### config.mk
export PLATFORM = sky130hd
export DESIGN_NAME = muldiv_sched
export DESIGN_NICKNAME = d
export VERILOG_FILES = /design/src/rtl/muldiv_sched.sv
export SDC_FILE = /design/constraint.sdc
export NUM_CORES = 1
export LEC_CHECK = 0
export CAP_MARGIN = 20
export CORE_ASPECT_RATIO = 0.75
export CORE_MARGIN = 8
export CORE_UTILIZATION = 49
export CTS_CLUSTER_DIAMETER = 200
export DETAILED_ROUTE_END_ITERATION = 12
export HOLD_SLACK_MARGIN = 0.02
export PLACE_DENSITY_LB_ADDON = 0.15
export SYNTH_ARGS = -nofsm -noshare
export SYNTH_HDL_FRONTEND = slang
export SYNTH_SLANG_ARGS = --single-unit
### constraint.sdc
create_clock -name clk -period 6.7 [get_ports clk]
set_input_delay 1.34 -clock clk [delete_from_list [all_inputs] [get_ports clk]]
set_output_delay 1.34 -clock clk [all_outputs]
set_load 0.005 [all_outputs]
### src/rtl/muldiv_sched.sv
// rtl/muldiv_sched.sv - sequencing controller for the shared iterative multiply/divide unit
// Optional build macro: MULDIV_FASTPATH_EN adds zero-operand multiply and small-dividend divide bypasses.
module muldiv_sched #(
    parameter int XLEN = 64
) (
    input  logic            clk,
    input  logic            resetn,
    input  logic            req_valid,
    output logic            req_ready,
    input  logic [2:0]      req_op,
    input  logic            req_word,
    input  logic [XLEN-1:0] req_a,
    input  logic [XLEN-1:0] req_b,
    input  logic            flush,
    output logic            unit_start,
    output logic            unit_div,
    output logic [XLEN-1:0] unit_a,
    output logic [XLEN-1:0] unit_b,
    input  logic            unit_done,
    input  logic [XLEN-1:0] unit_lo,
    input  logic [XLEN-1:0] unit_hi,
    output logic            resp_valid,
    input  logic            resp_ready,
    output logic [XLEN-1:0] resp_data,
    output logic            stall
);

    typedef enum logic [1:0] {IDLE, BUSY, DRAIN, DONE} state_t;

    state_t state, state_next;

    logic            is_div, is_divu, is_rem, is_remu, is_mul;
    logic            is_signed, is_divide;
    logic [XLEN-1:0] ext_a, ext_b, mag_a, mag_b, min_neg;
    logic            neg_a, neg_b;
    logic            div_zero, overflow, bypass;
    logic [XLEN-1:0] bypass_val;
    logic            accept;

    logic            q_word, q_div, q_rem, q_use_hi, q_neg_a, q_neg_b;
    logic            start_q;
    logic [XLEN-1:0] data_q;
    logic [XLEN-1:0] raw_res, fix_res;

    // Word-form results are always the low 32 bits sign-extended.
    function automatic logic [XLEN-1:0] word_fix(input logic word, input logic [XLEN-1:0] r);
        word_fix = word ? {{(XLEN-32){r[31]}}, r[31:0]} : r;
    endfunction

    // Decode the request, build effective-width operands and their magnitudes.
    always_comb begin
        is_div    = (req_op == 3'd1);
        is_divu   = (req_op == 3'd2);
        is_rem    = (req_op == 3'd3);
        is_remu   = (req_op == 3'd4);
        is_mul    = ~(is_div | is_divu | is_rem | is_remu);
        is_signed = is_div | is_rem;
        is_divide = ~is_mul;
        if (req_word) begin
            ext_a = is_signed ? {{(XLEN-32){req_a[31]}}, req_a[31:0]} : {{(XLEN-32){1'b0}}, req_a[31:0]};
            ext_b = is_signed ? {{(XLEN-32){req_b[31]}}, req_b[31:0]} : {{(XLEN-32){1'b0}}, req_b[31:0]};
            min_neg = {{(XLEN-31){1'b1}}, {31{1'b0}}};
        end else begin
            ext_a   = req_a;
            ext_b   = req_b;
            min_neg = {1'b1, {(XLEN-1){1'b0}}};
        end
        neg_a = is_signed & ext_a[XLEN-1];
        neg_b = is_signed & ext_b[XLEN-1];
        mag_a = neg_a ? (~ext_a + 1'b1) : ext_a;
        mag_b = neg_b ? (~ext_b + 1'b1) : ext_b;
    end

    // Architecturally defined special cases are answered without the unit.
    always_comb begin
        div_zero   = is_divide & (ext_b == '0);
        overflow   = is_signed & (ext_a == min_neg) & (ext_b == {XLEN{1'b1}});
        bypass     = 1'b0;
        bypass_val = '0;
        if (div_zero) begin
            bypass     = 1'b1;
            bypass_val = (is_div | is_divu) ? {XLEN{1'b1}} : ext_a;
        end else if (overflow) begin
            bypass     = 1'b1;
            bypass_val = is_div ? ext_a : '0;
        end
`ifdef MULDIV_FASTPATH_EN
        else if (is_mul && (ext_a == '0 || ext_b == '0)) begin
            bypass     = 1'b1;
            bypass_val = '0;
        end else if (is_divide && (mag_a < mag_b)) begin
            bypass     = 1'b1;
            bypass_val = (is_div | is_divu) ? '0 : ext_a;
        end
`else
        else begin
            bypass     = 1'b0;
            bypass_val = '0;
        end
`endif
    end

    // Sign fix-up of the unit result: quotient sign from both operands, remainder from the dividend.
    always_comb begin
        raw_res = q_use_hi ? unit_hi : unit_lo;
        fix_res = ((q_div & (q_neg_a ^ q_neg_b)) | (q_rem & q_neg_a)) ? (~raw_res + 1'b1) : raw_res;
    end

    // State register.
    always_ff @(posedge clk or negedge resetn) begin
        if (!resetn) state <= IDLE;
        else         state <= state_next;
    end

    // Next-state logic and handshake outputs.
    always_comb begin
        state_next = state;
        req_ready  = 1'b0;
        resp_valid = 1'b0;
        accept     = 1'b0;
        case (state)
            IDLE: begin
                req_ready = ~flush;
                accept    = req_valid & ~flush;
                if (accept) state_next = bypass ? DONE : BUSY;
            end
            BUSY: begin
                if (unit_done)  state_next = flush ? IDLE : DONE;
                else if (flush) state_next = DRAIN;
            end
            DRAIN: begin
                if (unit_done) state_next = IDLE;
            end
            DONE: begin
                resp_valid = 1'b1;
                if (flush || resp_ready) state_next = IDLE;
            end
            default: state_next = IDLE;
        endcase
        stall = req_valid & ~((state == DONE) & resp_ready) & ~flush;
    end

    // Operation context, unit request and held result.
    always_ff @(posedge clk or negedge resetn) begin
        if (!resetn) begin
            q_word   <= 1'b0;
            q_div    <= 1'b0;
            q_rem    <= 1'b0;
            q_use_hi <= 1'b0;
            q_neg_a  <= 1'b0;
            q_neg_b  <= 1'b0;
            start_q  <= 1'b0;
            unit_div <= 1'b0;
            unit_a   <= '0;
            unit_b   <= '0;
            data_q   <= '0;
        end else begin
            start_q <= 1'b0;
            if (accept) begin
                q_word   <= req_word;
                q_div    <= is_div;
                q_rem    <= is_rem;
                q_use_hi <= is_rem | is_remu;
                q_neg_a  <= neg_a;
                q_neg_b  <= neg_b;
                if (bypass) begin
                    data_q <= word_fix(req_word, bypass_val);
                end else begin
                    unit_a   <= mag_a;
                    unit_b   <= mag_b;
                    unit_div <= is_divide;
                    start_q  <= 1'b1;
                end
            end
            if (state == BUSY && unit_done && !flush) data_q <= word_fix(q_word, fix_res);
        end
    end

    assign unit_start = start_q;
    assign resp_data  = data_q;

endmodule

==> results.md, run 1 <==
- Run status: completed
- Clock power frac: 20.9%
- Most used DFF post-synth: dfrtp_1
- Global-route wire length before repair: 102000 um
- Die height: 170 um
- Peak supply drop: 0.194 mV
- Drt pass-1 iters: 8
- Synth area leaders: dfrtp_1 (33%), o21ai_0 (7.0%), nand2_1 (6.4%)
- Core ar.: 0.0312 mm2
- I/O pins: 463
- Critical path launch point: req_a[2]
- Syn_area_per_cell: 7.69 um2
- Leakage: 8.23 nW
- Initial DRC Count: 2404
- Critical path endpoint category: flip-flop
- Root buffer selected by CTS: clkbuf_16
- Slowest cell on crit path: nor3b_4
- Width of the die: 221 um
- DRT antenna net count: 0
- Hold Violations, Final: 0
- PwrDens: 277 mW/mm2
- Fmax: 196 MHz
- Worst path arrival time: 5.53 ns
- RSZ-0062 raised after global routing: no
- Hold Buf Count CTS: 0
- Proportion of layout cells with a drive suffix above 1: 5.03%
- Worst Tran Pin Value: 1.11 ns
- R2R cell count: 9
- CTS buffer count: 22
- CTS tree: yes
- Largest family of logic cells by synthesized area: simple AND/OR/NAND/NOR gates
- Total Wirelength: 67600 um
- Finished Layout Cells: 2817
- Post-synthesis compound-gate area fraction: 23.6%
- Register area share after synthesis: 32.7%
- Max-Cap Viols: 0
- Synth Instances: 2009
- # H-tree levels: 1
- Crit Reg-Reg Startpoint: q_use_hi$_DFFE_PN0P_
- Most frequent cells in the layout: clkdlybuf4s50_1 (460), nand2_1 (262), o21ai_0 (216)
- Post-Synth Simple-Gate Area: 25.1%
- Worst hold path type: flip-flop to flip-flop
- Setup violators final: 0
- Period utilization: 76.0%
- Clk sinks: 202
- Data required, critical path: 7.14 ns
- Clk slew on worst S/H paths: 0.06 ns
- Setup TNS: 0 ns
- Synth top area share: 32.7%
- Placer Congestion: 1.01
- Max incr delay on CP: 0.90 ns
- Post-Synth XOR/XNOR Area: 9.41%
- Gr ovfl total: 0
- Sequential share of power: 34.7%
- Fin. max-slew vios: 0
- Post-synthesis mux area share: 4.46%
- Port Buf Inserts: 462
- Buffer depth of the longest clock path: 3
- Initial antenna violation count: 10
- Post-cts sizing count: 0
- Hold path start: unit_b[45]$_DFFE_PN0P_
- WL/cell: 24.0 um
- Number of synthesized flops with an enable pin: 0
- Async SR Flop Fraction: 100%
- Hpwl dp: 52400 um
- Cell-internal power: 3.76 mW
- DR vias/cell: 6.37
- Crit-path max FO: 25
- Combinational fraction of design power: 44.4%
- Layout net count: 2659
- Post-Synth Adder-Cell Area: 0.324%
- # placed instances: 2771
- Crit Path Class: input port to flip-flop
- Startpoint type of the worst setup path: input port
- Vias: 17933
- #FFs+latches synth: 202
- CP cell instances: clkdlybuf4s50_1 -> nor4_1 -> nand4_1 -> or3_4 -> o41a_1 -> nor3b_4 -> nor2_1 -> o211ai_1
- Worst R2R End: resp_data[56]$_DFFE_PN0P_
- Post-Syn Nets: 2279
- Warnings from Yosys: 0
- Post-layout min period: 5.09 ns
- Synthesized area: 0.0155 mm2
- Die Footprint: 0.0375 mm2
- Commonest non-fill, non-tap cell in the layout: clkdlybuf4s50_1
- Slew headroom: 25.4%
- Layout area overhead: 35.9%
- FP Rows: 56
- R2r setup slk: 2.20 ns
- Largest net degree at the start of global routing: 106
- GRT Total Usage: 34.0%
- Hold Path End: unit_b[45]$_DFFE_PN0P_
- Initial Util: 49.6%
- Hold Path Depth: 2
- Post-route DRC: 0
- Clk_skew: 0.0178 ns
- Number of global-route vias before repair: 16582
- Area leader, netlist: dfrtp_1
- Distinct cells, synth: 76
- Clock Latency Late Sink: 0.52 ns
- Post-CTS setup buffer count: 0
- Net Sw Frac: 35.3%
- Psw: 2.05 mW
==> Yosys cell counts, types with 14 or more instances <==
library cell / n
a31oi_1: 52
nor3_1: 79
xnor2_1: 96
a221oi_1: 20
a21oi_1: 149
dfrtp_1: 202
nand3_1: 21
or4_1: 14
o31ai_1: 27
o21ai_1: 24
nor3b_1: 21
o21ai_0: 216
clkbuf_1: 97
or3_1: 29
or2_2: 14
nand2b_1: 14
buf_2: 19
nand4_1: 29
o22ai_1: 14
mux2i_1: 61
inv_1: 21
nor2_1: 203
nand2_1: 262
xor2_1: 70
nor4_1: 53
==> registers in the layout, summed over array words and instances, names as in the netlist <==
signal,count
unit_div,1
q_rem,1
unit_b,64
resp_data,64
state,2
unit_start,1
q_neg_a,1
q_word,1
unit_a,64
q_div,1
q_use_hi,1
q_neg_b,1
==> per-stage QoR <==
| step | hold WS (ns) | utilization (%) | setup slack [ns] | area [um2] | power [mW] |
|---|---|---|---|---|---|
| floorplan | 0.451 | - | 2.05 | 15500 | 3.01 |
| finish | 0.476 | 67.4 | 1.61 | 21000 | 5.82 |
| global placement | 0.452 | 65.1 | 1.37 | 20300 | 4.53 |
| detailed placement | 0.464 | 65.1 | 1.19 | 20300 | 4.58 |
| global route | 0.492 | 67.4 | 1.42 | 21000 | 6.11 |
| CTS | 0.478 | 67.3 | 1.72 | 21000 | 5.80 |
==> worst max path at each step <==
stage	slack [ns]	to	cells after the start
2_1_floorplan	2.05	resp_data[56]$_DFFE_PN0P_	17
3_3_place_gp	1.37	resp_data[45]$_DFFE_PN0P_	8
3_5_place_dp	1.19	resp_data[48]$_DFFE_PN0P_	8
4_1_cts	1.72	resp_data[48]$_DFFE_PN0P_	8
5_1_grt	1.42	unit_b[63]$_DFFE_PN0P_	8
6_report	1.61	resp_data[48]$_DFFE_PN0P_	8
==> critical path: cells and delay by family <==
kind / cells / cell delay (ns)
AND/OR/NAND/NOR: 5 / 2.87
AO/OA/AOI/OAI: 2 / 0.78
buffers and inverters: 1 / 0.52
==> power by group through the flow <==
stage          combinational, mW  clock (mW)  sequential (mW)
2_1_floorplan               1.06           0             1.94
3_3_place_gp                2.53           0             2.01
3_5_place_dp                2.57           0             2.01
4_1_cts                     2.58        1.22             2.00
5_1_grt                     2.78        1.28             2.06
6_report                    2.58        1.22             2.02
==> layout make-up <==
class                           instances  area, um2
Multi-Input combinational cell       1649       9760
Timing Repair Buffer                  492       4870
Clock buffer                           34        677
Inverter                               22       82.6
Fill cell                            2669      10200
Clock inverter                          6       30.0
Antenna cell                            6       15.0
Tap cell                              406        508
Sequential cell                       202       5060
==> cells by family (layout without fill, tap and decap cells) <==
logic type      Yosys count  after routing
mux                      68             68
flops                   202            202
buf+inv                 158            554
other cells               0              6
simple gates            802            802
fa+ha+maj                 4              4
compound gates          609            609
xor+xnor                166            166
==> layer usage <==
layer / up-vias / GRT usage, % / part of all wire [%]
met5: - / 0 / 0.084
li1: 8078 / - / -
met2: 1076 / 51.8 / 44
met4: 8 / 10.9 / 3.4
met3: 153 / 7.91 / 10
met1: 8618 / 47.3 / 42
Note: power is estimated with default switching activity, not from simulation.
==> run 2: changes to the inputs <==
Clock period 6.7 ns to 4.8 ns, I/O delays scaled along.
==> run 2 against run 1 <==
Against the previous run: design area grew 1.9%; count of clock-buffer cells in the layout shrank 1; global-route usage grew 0.90 points; sequential power grew 40%; die area is the same.
==> results.md, run 2 (synthesis results as in run 1) <==
- Final Util: 68.7%
- Leakage: 8.46 nW
- Drt pass-1 iters: 6
- CTS tree: yes
- Initial Util: 49.6%
- Max incr delay on CP: 0.63 ns
- Final hold slack: 0.483 ns
- FP Rows: 56
- Hold Buf Count CTS: 0
- Slew headroom: 27.1%
- CP bufs+invs: 4
- Most frequent cells in the layout: clkdlybuf4s50_1 (460), nand2_1 (262), o21ai_0 (216)
- Finished Layout Cells: 2866
- Port Buf Inserts: 462
- Fin. max-slew vios: 0
- DRT antenna net count: 0
- Initial DRC Count: 2534
- Buffer depth of the longest clock path: 3
- Clk sinks: 202
- Vias: 18196
- Number of global-route vias before repair: 17429
- Layout net count: 2704
- Layout area overhead: 38.5%
- Max-Cap Viols: 0
- Worst path arrival time: 4.60 ns
- Die Footprint: 0.0375 mm2
- DR vias/cell: 6.35
- Post-layout min period: 4.20 ns
- Critical path endpoint category: flip-flop
- Gr ovfl total: 0
- Root buffer selected by CTS: clkbuf_16
- Clk slew on worst S/H paths: 0.07 ns
- Largest net degree at the start of global routing: 97
- Width of the die: 221 um
- Fill cells: 2667
- I/O pins: 463
- Register area: 0.00506 mm2
- Data required, critical path: 5.20 ns
- Worst Tran Pin Value: 1.09 ns
- Post-cts sizing count: 0
- GRT Total Usage: 34.9%
- Pre-CTS setup slack: 0.186 ns
- # placed instances: 2818
- Global-route wire length before repair: 105000 um
- Area occupied by multi-input gates: 0.00976 mm2
- Peak supply drop: 0.282 mV
- Slowest cell on crit path: nor4_1
- Die height: 170 um
- Total Wirelength: 69000 um
- Setup TNS: 0 ns
- Run status: completed
- # H-tree levels: 1
- RSZ-0062 raised after global routing: no
- PwrDens: 382 mW/mm2
- Core ar.: 0.0312 mm2
- Initial antenna violation count: 16
- CTS buffer count: 20
- Placer Congestion: 0.994
- CP delay by family, top: simple AND/OR/NAND/NOR gates
- CP cell instances: clkdlybuf4s50_1 -> nor4_1 -> nand4_1 -> nor4_1 -> buf_4 -> nand3_1 -> o31ai_4 -> buf_4 -> a21oi_2 -> buf_16 -> a221oi_1 -> o21ai_1
- Worst Slack Setup Final: 0.597 ns
- Hpwl dp: 54200 um
- Setup violators final: 0
- Post-route DRC: 0
- Proportion of layout cells with a drive suffix above 1: 6.66%
- Crit Path Class: input port to flip-flop
- Fmax: 238 MHz
- Commonest non-fill, non-tap cell in the layout: clkdlybuf4s50_1
- WL/cell: 24.1 um
- Clk_skew: 0.0103 ns
- Worst hold path type: flip-flop to flip-flop
- Crit-path max FO: 21
- Post-CTS setup buffer count: 0
- Startpoint type of the worst setup path: input port
- Clock Latency Late Sink: 0.52 ns
- Hold Violations, Final: 0
- Period utilization: 87.6%
[run 2: cell count changes in the layout (fill, tap and decap cells not counted), sizes merged]
| cell | before | now |
|---|---|---|
| bufinv | 0 | 2 |
| clkinv | 6 | 1 |
| clkbuf | 35 | 34 |
| diode | 6 | 12 |
| buf | 31 | 78 |
[run 2: path summary, 6_finish.rpt]
path,startpoint,endpoint,slack (ns),cells past startpoint
min in group asynchronous,resetn,unit_b[53]$_DFFE_PN0P_,0.54,1
min reg2reg,unit_b[30]$_DFFE_PN0P_,unit_b[30]$_DFFE_PN0P_,0.48,2
max,req_b[7],resp_data[34]$_DFFE_PN0P_,0.60,12
min,unit_b[30]$_DFFE_PN0P_,unit_b[30]$_DFFE_PN0P_,0.48,2
max reg2reg,q_use_hi$_DFFE_PN0P_,resp_data[44]$_DFFE_PN0P_,0.73,10
max in group asynchronous,resetn,resp_data[19]$_DFFE_PN0P_,3.29,2
[run 2: layer usage]
metal | vias to the layer above | GRT usage, % | share of wire, %
met5 | - | 0 | 0.091
met4 | 10 | 10.3 | 3.0
met3 | 123 | 8.00 | 11
met2 | 1133 | 54.9 | 45
met1 | 8750 | 47.6 | 41
li1 | 8180 | - | -
[run 2: worst register-to-register path, cell delays in order, from the launching register on]
cell and delay (ns):
dfrtp_4 0.94, buf_4 0.40, mux2i_1 0.35, o211ai_1 0.26
nor3_1 0.65, a21oi_1 0.18, xor2_1 0.39, nor3b_2 0.09
buf_4 0.26, a221oi_1 0.31, o21ai_1 0.12
[run 2: stage by stage]
| step | cell area, um2 | total power [mW] |
|---|---|---|
| floorplan | 15500 | 4.20 |
| global placement | 20700 | 6.36 |
| detailed placement | 20700 | 6.44 |
| CTS | 21400 | 8.17 |
| global route | 21400 | 8.61 |
| finish | 21400 | 8.18 |
[run 2: power breakdown]
part	internal (mW)	total (mW)	switching (mW)
sequential	2.32	2.83	0.509
clock	1.00	1.71	0.703
combinational	1.99	3.64	1.65
total	5.32	8.18	2.86
[run 2: cell type report]
cell class	count	share of cell area [%]
Multi-Input combinational cell	1649	45.6
Timing Repair Buffer	539	24.6
Sequential cell	202	23.6
Clock buffer	33	2.95
Tap cell	406	2.37
Inverter	22	0.386
Clock inverter	3	0.304
Antenna cell	12	0.140
==> run 3: changes to the inputs <==
Settings changed: ABC_CLOCK_PERIOD_IN_PS set to 5400, CORE_UTILIZATION 49 to 52, HOLD_SLACK_MARGIN 0.02 to 0.06.
Clock period 4.8 ns to 5.4 ns, I/O delays scaled along.
==> run 3 against run 2 <==
Against the previous run: count of clock-buffer cells in the layout shrank 4; total power shrank 12%; critical path depth shrank 3; clock skew grew 0.0014 ns; final cell count shrank 1.8%; non-clock buffer count shrank 33; register-to-register slack gained 0.46 ns; sequential cell count is the same; utilization grew 3.6 points; routed wire length shrank 0.97%; via count grew 0.54%.
==> results.md, run 3 (synthesis results as in run 1) <==
- Startpoint type of the worst setup path: input port
- Core ar.: 0.0292 mm2
- CTS tree: yes
- Commonest non-fill, non-tap cell in the layout: clkdlybuf4s50_1
- FP Rows: 54
- Hold Buf Count CTS: 0
- Initial antenna violation count: 10
- Register area: 0.00506 mm2
- Gr ovfl total: 0
- Drt pass-1 iters: 6
- DR vias/cell: 6.50
- Post-cts sizing count: 0
- Grt met2 use: 57.1%
- Routing usage on met1: 48.5%
- Final hold slack: 0.482 ns
- GR met3 Demand/Resource: 9.65%
- PwrDens: 343 mW/mm2
- Post-CTS setup buffer count: 0
- Placer Congestion: 0.963
- Fin area: 0.0211 mm2
- Fin. max-slew vios: 0
- Width of the die: 215 um
- Largest net degree at the start of global routing: 124
- GRT Total Usage: 36.4%
- Worst path arrival time: 4.92 ns
- Max-Cap Viols: 0
- Crit-path max FO: 9
- Worst hold path type: flip-flop to flip-flop
- Most frequent cells in the layout: clkdlybuf4s50_1 (460), nand2_1 (262), o21ai_0 (216)
- Setup violators final: 0
- RSZ-0062 raised after global routing: no
- Clk sinks: 202
- Period utilization: 83.2%
- Hold Violations, Final: 0
- Busiest layer in global routing: met2
- Vias: 18294
- # H-tree levels: 1
- Layout net count: 2672
- I/O pins: 463
- Setup TNS: 0 ns
- Critical path endpoint category: flip-flop
- Peak supply drop: 0.237 mV
- Clk slew on worst S/H paths: 0.06 ns
- Initial Util: 53.0%
- DRT antenna net count: 0
- Data required, critical path: 5.83 ns
- Max incr delay on CP: 0.74 ns
- Clk_skew: 0.0116 ns
- Crit Path Class: input port to flip-flop
- Number of global-route vias before repair: 17569
- Hpwl dp: 53000 um
- Leakage: 8.30 nW
- Total Wirelength: 68300 um
- Root buffer selected by CTS: clkbuf_16
- Clock Latency Late Sink: 0.51 ns
- Die height: 165 um
- Fill cells: 2290
- Finished Layout Cells: 2813
- # placed instances: 2771
- Slowest cell on crit path: or4_1
- WL/cell: 24.3 um
- Proportion of layout cells with a drive suffix above 1: 5.59%
- Slew headroom: 29.6%
- Fmax: 223 MHz
- CTS buffer count: 21
- Final Util: 72.3%
- Area occupied by multi-input gates: 0.00976 mm2
- Port Buf Inserts: 462
- Post-route DRC: 0
- Cell Area, Placed: 0.0204 mm2
- Global-route wire length before repair: 103000 um
- Layout area overhead: 36.5%
- Initial DRC Count: 2867
- Run status: completed
- Worst Tran Pin Value: 1.06 ns
- CP cell instances: clkdlybuf4s50_1 -> or4_1 -> or4_4 -> or4_1 -> nand4b_1 -> or2_1 -> nor3_1 -> o21ai_0 -> o21ai_0
- Die Footprint: 0.0356 mm2
- Post-layout min period: 4.49 ns
- Buffer depth of the longest clock path: 3
[run 3: cell types whose count changed in the layout (fill, tap and decap cells not counted)]
| cell | before | now |
|---|---|---|
| clkbuf_8 | 7 | 8 |
| clkbuf_1 | 6 | 1 |
| buf_16 | 1 | 0 |
| bufinv_16 | 2 | 1 |
| clkinvlp_4 | 0 | 2 |
| diode_2 | 12 | 6 |
| clkinv_2 | 1 | 4 |
| buf_4 | 72 | 40 |
[run 3: final timing paths]
path | from | endpoint | slack [ns] | cells after the start
worst max register to register | q_use_hi$_DFFE_PN0P_ | resp_data[56]$_DFFE_PN0P_ | 1.19 | 9
max in group asynchronous | resetn | state[1]$_DFFE_PN0P_ | 3.70 | 2
worst min-delay path | unit_a[35]$_DFFE_PN0P_ | unit_a[35]$_DFFE_PN0P_ | 0.48 | 2
min in group asynchronous | resetn | unit_b[62]$_DFFE_PN0P_ | 0.70 | 1
worst max-delay path | req_a[13] | unit_a[63]$_DFFE_PN0P_ | 0.91 | 9
worst min register to register | unit_a[35]$_DFFE_PN0P_ | unit_a[35]$_DFFE_PN0P_ | 0.48 | 2
[run 3: metrics by stage]
step	setup slack (ns)	power [mW]
2_1_floorplan	0.749	3.73
3_3_place_gp	0.534	5.61
3_5_place_dp	0.507	5.70
4_1_cts	0.998	7.20
5_1_grt	0.811	7.58
6_report	0.910	7.23
[run 3: layout make-up]
cell class | count | share of cell area (%)
Sequential cell | 202 | 24.0
Timing Repair Buffer | 506 | 23.7
Inverter | 22 | 0.391
Clock inverter | 7 | 0.308
Multi-Input combinational cell | 1649 | 46.3
Clock buffer | 29 | 2.96
Antenna cell | 6 | 0.0711
Tap cell | 392 | 2.32
[run 3: worst max-delay path: cells and delay by family]
family / cells / cell delay, ns
AND/OR/NAND/NOR: 6 / 3.03
AO/OA/AOI/OAI: 2 / 0.26
buffers and inverters: 1 / 0.55
[run 3: per-layer routing]
layer | up-vias | share of wire [%]
met5 | - | 0.081
met4 | 8 | 4.1
met3 | 190 | 12
met2 | 1277 | 45
met1 | 8714 | 39
li1 | 8105 | -
[run 3: report_power, final]
group / total, mW / internal (mW) / leakage, nW / switching (mW)
Clock: 1.50 / 0.855 / 0.340 / 0.643
Combinational: 3.18 / 1.75 / 5.44 / 1.42
Sequential: 2.56 / 2.06 / 2.52 / 0.494
Total: 7.23 / 4.67 / 8.30 / 2.56
